### src/rtl/rfnoc_reset_sequencer.sv
// -----------------------------------------------------------------------------
// rfnoc_reset_sequencer
//
// Purpose:
//   Sequences the resets of a chain of NUM_STAGES downstream blocks. All
//   stages are first held in reset for HOLD_CYCLES. The stages are then
//   released one at a time in index order. After each release the sequencer
//   waits for that stage's ack, then idles for GAP_CYCLES before it releases
//   the next stage. If a stage does not ack within ACK_TIMEOUT cycles, the
//   sequence stops in an error state. The sequence runs after rst_n
//   deasserts, and again on each req issued while the sequencer is idle
//   (DONE or ERROR).
//
// Ports:
//   clk        in   1           Clock
//   rst_n      in   1           Asynchronous, active-low reset
//   req        in   1           Restart request (pulse or level; ignored while busy)
//   stage_rst  out  NUM_STAGES  Registered active-high reset, one bit per stage
//   stage_ack  in   NUM_STAGES  Per-stage ready, synchronous to clk
//   busy       out  1           Sequence in progress
//   done       out  1           All stages released and acked
//   err        out  1           Ack timeout (sticky until the next req)
//   err_stage  out  IDX_W       Index of the stage that timed out
// -----------------------------------------------------------------------------
module rfnoc_reset_sequencer #(
    parameter int NUM_STAGES  = 4,
    parameter int HOLD_CYCLES = 16,
    parameter int GAP_CYCLES  = 8,
    parameter int ACK_TIMEOUT = 1024,
    parameter int IDX_W       = (NUM_STAGES > 1) ? $clog2(NUM_STAGES) : 1
) (
    input  logic                  clk,
    input  logic                  rst_n,
    input  logic                  req,
    output logic [NUM_STAGES-1:0] stage_rst,
    input  logic [NUM_STAGES-1:0] stage_ack,
    output logic                  busy,
    output logic                  done,
    output logic                  err,
    output logic [IDX_W-1:0]      err_stage
);

    localparam int CNT_MAX = (HOLD_CYCLES > GAP_CYCLES) ? HOLD_CYCLES : GAP_CYCLES;
    localparam int CNT_W   = $clog2(CNT_MAX + 1);
    localparam int TMR_W   = (ACK_TIMEOUT > 0) ? $clog2(ACK_TIMEOUT + 1) : 1;

    typedef enum logic [2:0] {
        S_HOLD,
        S_RELEASE,
        S_WAIT_ACK,
        S_GAP,
        S_DONE,
        S_ERROR
    } state_e;

    state_e                state_q, state_d;
    logic [CNT_W-1:0]      cnt_q, cnt_d;
    logic [TMR_W-1:0]      timer_q, timer_d;
    logic [IDX_W-1:0]      idx_q, idx_d;
    logic [NUM_STAGES-1:0] stage_rst_q, stage_rst_d;
    logic                  busy_q, busy_d;
    logic                  done_q, done_d;
    logic                  err_q, err_d;
    logic [IDX_W-1:0]      err_stage_q, err_stage_d;

    logic                  ack_cur;
    logic                  last_stage;

    always_comb begin
        // NOTE: every signal written here gets a default first, so no path can
        // leave a value unassigned and infer a latch.
        state_d     = state_q;
        cnt_d       = cnt_q;
        timer_d     = timer_q;
        idx_d       = idx_q;
        stage_rst_d = stage_rst_q;
        busy_d      = busy_q;
        done_d      = done_q;
        err_d       = err_q;
        err_stage_d = err_stage_q;

        // Only the ack of the stage currently being brought up matters.
        ack_cur = 1'b0;
        for (int k = 0; k < NUM_STAGES; k++) begin
            if (idx_q == IDX_W'(k)) ack_cur = stage_ack[k];
        end
        last_stage = (idx_q == IDX_W'(NUM_STAGES - 1));

        case (state_q)
            S_HOLD: begin
                if (cnt_q == CNT_W'(HOLD_CYCLES - 1)) begin
                    state_d = S_RELEASE;
                    cnt_d   = '0;
                end else if (cnt_q != '1) begin
                    cnt_d = cnt_q + 1'b1;
                end
            end

            S_RELEASE: begin
                for (int k = 0; k < NUM_STAGES; k++) begin
                    if (idx_q == IDX_W'(k)) stage_rst_d[k] = 1'b0;
                end
                timer_d = '0;
                state_d = S_WAIT_ACK;
            end

            S_WAIT_ACK: begin
                // The ack is tested before the timeout, so an ack that lands
                // on the expiry cycle still counts as success.
                if (ack_cur) begin
                    if (last_stage) begin
                        state_d     = S_DONE;
                        stage_rst_d = '0;
                        busy_d      = 1'b0;
                        done_d      = 1'b1;
                    end else if (GAP_CYCLES == 0) begin
                        idx_d   = idx_q + 1'b1;
                        state_d = S_RELEASE;
                    end else begin
                        cnt_d   = '0;
                        state_d = S_GAP;
                    end
                end else if ((ACK_TIMEOUT != 0) && (timer_q == TMR_W'(ACK_TIMEOUT - 1))) begin
                    state_d     = S_ERROR;
                    busy_d      = 1'b0;
                    err_d       = 1'b1;
                    err_stage_d = idx_q;
                    // The stage that failed to come up goes back into reset, so
                    // the frozen vector reads: stages below err_stage released,
                    // err_stage and above in reset.
                    for (int k = 0; k < NUM_STAGES; k++) begin
                        if (idx_q == IDX_W'(k)) stage_rst_d[k] = 1'b1;
                    end
                end else if (timer_q != '1) begin
                    timer_d = timer_q + 1'b1;
                end
            end

            S_GAP: begin
                if (cnt_q == CNT_W'(GAP_CYCLES - 1)) begin
                    idx_d   = idx_q + 1'b1;
                    state_d = S_RELEASE;
                end else if (cnt_q != '1) begin
                    cnt_d = cnt_q + 1'b1;
                end
            end

            S_DONE, S_ERROR: begin
                // A restart is a full power-on style sequence.
                if (req) begin
                    state_d     = S_HOLD;
                    cnt_d       = '0;
                    timer_d     = '0;
                    idx_d       = '0;
                    stage_rst_d = '1;
                    busy_d      = 1'b1;
                    done_d      = 1'b0;
                    err_d       = 1'b0;
                    err_stage_d = '0;
                end
            end

            default: begin
                state_d = S_HOLD;
            end
        endcase
    end

    // NOTE: state registers use non-blocking assignments so every flop samples
    // the pre-edge values regardless of statement order.
    always_ff @(posedge clk or negedge rst_n) begin
        if (!rst_n) begin
            state_q     <= S_HOLD;
            cnt_q       <= '0;
            timer_q     <= '0;
            idx_q       <= '0;
            stage_rst_q <= '1;
            busy_q      <= 1'b1;
            done_q      <= 1'b0;
            err_q       <= 1'b0;
            err_stage_q <= '0;
        end else begin
            state_q     <= state_d;
            cnt_q       <= cnt_d;
            timer_q     <= timer_d;
            idx_q       <= idx_d;
            stage_rst_q <= stage_rst_d;
            busy_q      <= busy_d;
            done_q      <= done_d;
            err_q       <= err_d;
            err_stage_q <= err_stage_d;
        end
    end

    assign stage_rst = stage_rst_q;
    assign busy      = busy_q;
    assign done      = done_q;
    assign err       = err_q;
    assign err_stage = err_stage_q;

endmodule

### config.mk
export PLATFORM = sky130hd
export DESIGN_NAME = rfnoc_reset_sequencer
export DESIGN_NICKNAME = d
export VERILOG_FILES = /design/src/rtl/rfnoc_reset_sequencer.sv
export SDC_FILE = /design/constraint.sdc
export NUM_CORES = 1
export LEC_CHECK = 0
export CAP_MARGIN = 20
export CORE_ASPECT_RATIO = 2
export CORE_MARGIN = 1.5
export CORE_UTILIZATION = 55
export CTS_CLUSTER_DIAMETER = 200
export DETAILED_ROUTE_END_ITERATION = 7
export PLACE_DENSITY = 0.77
export SETUP_SLACK_MARGIN = 0.1
export SYNTH_ARGS = -nofsm -noshare
export SYNTH_HDL_FRONTEND = slang
export SYNTH_SLANG_ARGS = --single-unit
### constraint.sdc
create_clock -name clk -period 3.2 [get_ports clk]
set_input_delay 0.64 -clock clk [delete_from_list [all_inputs] [get_ports clk]]
set_output_delay 0.64 -clock clk [all_outputs]
set_load 0.005 [all_outputs]
=== Word-level counts from Yosys, hierarchy flattened ===
Cells that the tools add are included.

* Register bits after elaboration: 30
* Word-level logic and storage cells: 118

* Muxes and demuxes: 52
* Reduce and logical (&&, ||, !) cells: 18
* $add $sub $neg: 3
* Equality and inequality tests: 33

{| class="wikitable"
|+ Operator list
! kind !! count
|-
| 11-bit 2-to-1 mux || 4
|-
| 11-bit case mux with 3 select lines || 1
|-
| 5-bit 2-to-1 mux || 6
|-
| 2-bit inequality test, second input constant || 15
|-
| 5-bit case mux with 4 select lines || 1
|-
| 1-bit 2-to-1 mux || 19
|-
| 3-bit 2-to-1 mux || 6
|-
| 6-bit AND reduction || 3
|-
| 4-bit 2-to-1 mux || 4
|-
| 4-bit AND reduction || 4
|-
| 3-bit inequality test, second input constant || 5
|-
| 3-bit case mux with 5 select lines || 1
|-
| 5-bit AND reduction || 3
|-
| 4-bit case mux with 3 select lines || 1
|-
| 11-bit by 1-bit adder with 11-bit output, second input constant || 1
|-
| 11-bit by 10-bit == test with 1-bit output, second input constant || 1
|-
| 11-bit inequality test, second input constant || 1
|-
| 2-bit 2-to-1 mux || 4
|-
| 2-bit case mux with 2 select lines || 2
|-
| 3-bit by 2-bit == test with 1-bit output, second input constant || 2
|-
| 3-bit == test, second input constant || 2
|-
| 1-bit case mux with 2 select lines || 3
|-
| 5-bit by 1-bit adder with 5-bit output, second input constant || 1
|-
| 5-bit by 3-bit == test with 1-bit output, second input constant || 1
|-
| 13 further kinds || 15
|}

=== Logic depth before layout (Yosys ltp) ===
* Depth in word-level cells: 7
* Gate-level depth with buffers: 8
* Gate-level depth less buffers: 7

=== Worst setup path before layout ===
Ideal clock, no wire load.

* Path type: register to register
* From: register idx_q[1]
* To: register cnt_q[1]
* Arrival time: 1914 ps
* Path buffers: 0
* Slack: 1159 ps
* Stages on the path, launching flop included: 8
* Library setup time: 127 ps
* Path through: dfrtp_1 inv_1 ha_1 nand3b_1 a221oi_1 a211o_2 a21boi_2 o22ai_1

* Cells in the longest elaborated chain, start to end: 7
* Elaborated cells between the ends (all ways): 11
* Classes of those cells: eq/ne (5); mux (4); reduce/logical (2)

{| class="wikitable"
|+ Ends and longest elaborated chain
! item !! RTL line !! text
|-
| from (decl) || 59 || <nowiki>logic [IDX_W-1:0] idx_q, idx_d;</nowiki>
|-
| from (signal assigned) || 186 || <nowiki>idx_q <= idx_d;</nowiki>
|-
| 2-bit logical NOT || 85 || <nowiki>if (idx_q == IDX_W'(k)) ack_cur = stage_ack[k];</nowiki>
|-
| 1-bit 2-to-1 mux (4 in series) || 85 ||
|-
| 2-bit inequality test (no line) || n/a ||
|-
| 5-bit AND reduction (no line) (*) || n/a ||
|-
| to (signal assigned) || 184 || <nowiki>cnt_q <= cnt_d;</nowiki>
|-
| to (decl) || 57 || <nowiki>logic [CNT_W-1:0] cnt_q, cnt_d;</nowiki>
|}

Every way passes the cells marked *; elsewhere a longest branch is shown, timed or not.
A chain may end at the register's enable or synchronous reset.

=== Worst setup path in the final report ===
* From: register idx_q[0]
* To: register err_q, in the netlist err

* Cells in the longest elaborated chain, start to end: 7
* Elaborated cells between the ends (all ways): 10
* Classes of those cells: eq/ne (4); mux (4); reduce/logical (2)

{| class="wikitable"
|+ Ends and longest elaborated chain
! item !! RTL line !! text
|-
| 2-bit logical NOT || 85 ||
|-
| 1-bit 2-to-1 mux (3 in series) || 85 ||
|-
| 1-bit 2-to-1 mux (*) || 85 ||
|-
| 2-bit inequality test (no line) (*) || n/a ||
|-
| 4-bit AND reduction (no line) (*) || n/a ||
|-
| to (signal assigned) || 190 || <nowiki>err_q <= err_d;</nowiki>
|-
| to (decl) || 63 || <nowiki>logic err_q, err_d;</nowiki>
|}

Marks and branches as above.

==> run summary <==
crit path cell chain = inv_1 > ha_1 > a21oi_1 > a221o_1 > o21ai_1 > buf_4 > a21oi_1 > mux2_2
synthesized instance count = 206
Clock transition at path regs = 0.06 ns
CP Capture Type = register
vias in the first global route = 1,701
Net Switching = 0.8308 mW
Remaining Overflow, GRT = 0
Avg WL per Cell = 17.13 um
I/O pins = 16
die height = 84.87 um
wirelength, routed = 4.386 mm
largest net degree at the start of global routing = 31
post-synth top area cell = dfrtp_1
biggest cell delay along the critical path = 0.45 ns
Util after Layout = 65.63%
Worst Tran Pin Value = 0.6692 ns
dpl hpwl = 3.190 mm
Initial Util = 57.72%
most instantiated library cell after synthesis = dfrtp_1
CTS Buf Count = 5
post-synth top area share = 33.94%
Final Hold Fails = 0
First-pass DRT Iterations = 4
min Tclk post-route = 2.251 ns
RSZ-0062 raised after global routing = no
share of power burned in registers = 34.1%
die span in x = 43.93 um
Commonest cells post-synth = 25 x dfrtp_1, 21 x nand2_1, 18 x nor2_1
Sink Count = 30
Unique masters post-synth = 49
Slew headroom = 55.39%
number of synthesized register bits = 30
synth warn = 0
slowest CP cell = dfrtp_1
post-cts resize count = 0
CTS tree = done
proportion of layout cells with a drive suffix above 1 = 11.11%
total track usage = 26.04%
power share of the clock group = 15.2%
Peak VDD IR = 0.4858 mV
final setup violation count = 0
Worst Skew = 0.008689 ns
first-pass GRT wire length = 7.493 mm
Logic pwr share = 50.7%
Syn-to-layout area delta = 13.71%
DRC viols = 0
final clock period utilization by the worst path = 70.35%
Int Power = 1.070 mW
Core Footprint = 3193 um^2
initial drt markers = 70
row count = 29
Pleak = 0.8839 nW
Worst EP required = 3.37 ns
Worst Setup Path Type = register to register
Async SR Flop Fraction = 100.0%
die area = 3728 um^2
GP Congestion = 0.8873
most used cell, CP = a21oi_1
pwr/cell area = 906.8 nW/um^2
max-cap viol count = 0
via/cell ratio = 6.621
sequential area share after synthesis = 41.07%
antenna violations before repair = 0
syn_nets = 219
routed via count = 1,695
ys flop type = dfrtp_1
Antenna Cells = 0
nets = 238
sw frac = 43.72%
deepest clock path buffer count = 2
hold_buf cts = 0
startpoint types = register
mapped cell area = 1843 um^2
TNS Setup = 0 ns
PnR worst setup slack = 0.9488 ns
Post-Syn Area per Cell = 8.947 um^2
status = completed
ANT nets after route = 0
Placement Setup Slack = 0.7434 ns
I/O Buffers = 15
critical path's top delay family = compound AO/OA/AOI/OAI gates
ranking of synthesized cells by area = dfrtp_1 34%, dfstp_2 7.1%, a21oi_1 4.6%
crit path buf inv count = 2
Post-CTS Setup Inserts = 0
Worst-Skew Late Latency = 0.28 ns
number of flops mapped to enable cells by yosys = 0
Worst Hold Class = register to register
CTS root buffer = clkbuf_8
crit path max fanout = 15
Filler cells = 265
Slew Limit Fails = 0
H-tree depth = 2
CP arrival = 2.42 ns
Fmax achieved = 444.2 MHz
-- stage by stage --
stage	hold slack, ns	instances	area, um^2	power [mW]
after CTS	0.4953	256	2096	1.894
after floorplan	0.3444	206	1843	1.299
after detailed placement	0.4859	249	2017	1.603
after global placement	0.4673	249	2017	1.555
after global routing	0.5103	256	2096	2.045
final	0.4931	256	2096	1.900
-- tightest hold or removal path: cells and delay by family (launching register included) --
family	cells	cell delay, ns
DFF	1	0.37
AOI/OAI and AO/OA	1	0.07
and+or+nand+nor	1	0.05
-- kinds of logic (layout without fill, tap and decap cells) --
family / count (synthesis) / count (layout) / share of synthesized area (%)
AO/OA/AOI/OAI: 67 / 67 / 23.69
adder cells (fa/ha/maj): 6 / 6 / 4.073
buffers and inverters: 17 / 36 / 4.481
flip-flops: 30 / 30 / 41.07
multiplexers: 5 / 5 / 2.783
AND/OR/NAND/NOR: 81 / 81 / 23.90
-- power by group through the flow --
| stage | combinational [mW] | clock [mW] | sequential (mW) |
|---|---|---|---|
| finish | 0.964 | 0.289 | 0.647 |
| global placement | 0.911 | 0 | 0.644 |
| global route | 1.07 | 0.310 | 0.668 |
| floorplan | 0.699 | 0 | 0.600 |
| detailed placement | 0.952 | 0 | 0.652 |
| CTS | 0.955 | 0.294 | 0.645 |
-- metal layers --
metal	routed length, um	vias to the layer above	track usage (%)
met5	0	-	0
met1	1694	824	28.77
met4	105	0	12.95
met2	2402	57	45.45
li1	-	801	-
met3	184	13	4.681
-- placed cells by master (no fill, tap or decap), types with 4 or more instances in the layout --
cell type,netlist,layout
a21o_1,4,4
a21oi_1,17,17
buf_4,0,4
clkbuf_8,0,5
clkdlybuf4s50_1,0,15
dfrtp_1,25,25
dfstp_2,5,5
ha_1,6,6
inv_1,10,10
mux2i_1,4,4
nand2_1,21,21
nand2b_1,4,4
nand3_1,9,9
nand4_1,5,5
nor2_1,18,18
o21ai_0,17,17
o31ai_1,4,4
or4_1,4,4
-- final timing paths --
path                                      startpoint                        to  slack (ns)  depth (start not counted)
worst max-delay path            idx_q[0]$_DFFE_PN0P_           err$_DFFE_PN0P_        0.95                          8
worst min-delay path                busy$_DFFE_PN1P_          busy$_DFFE_PN1P_        0.49                          2
worst max register to register  idx_q[0]$_DFFE_PN0P_           err$_DFFE_PN0P_        0.95                          8
worst min register to register      busy$_DFFE_PN1P_          busy$_DFFE_PN1P_        0.49                          2
max in group asynchronous                      rst_n  stage_rst[0]$_DFFE_PN1P_        2.12                          2
min in group asynchronous                      rst_n    timer_q[2]$_DFFE_PN0P_        0.75                          2
-- sequential cells by signal (all words and copies together), names as in the netlist --
register   cells
idx_q          2
timer_q       11
cnt_q          5
busy           1
state_q        3
err            1
err_stage      2
stage_rst      4
done           1
-- layout make-up --
cell class	count	area [um^2]	share of cell area (%)
Timing Repair Buffer	19	180.2	8.597
Inverter	10	37.54	1.791
Clock buffer	5	68.82	3.284
Multi-Input combinational cell	159	1003	47.88
Sequential cell	30	757.0	36.12
Clock inverter	2	10.01	0.4776
Tap cell	31	38.79	1.851
Power figures use the tool's default switching activity.
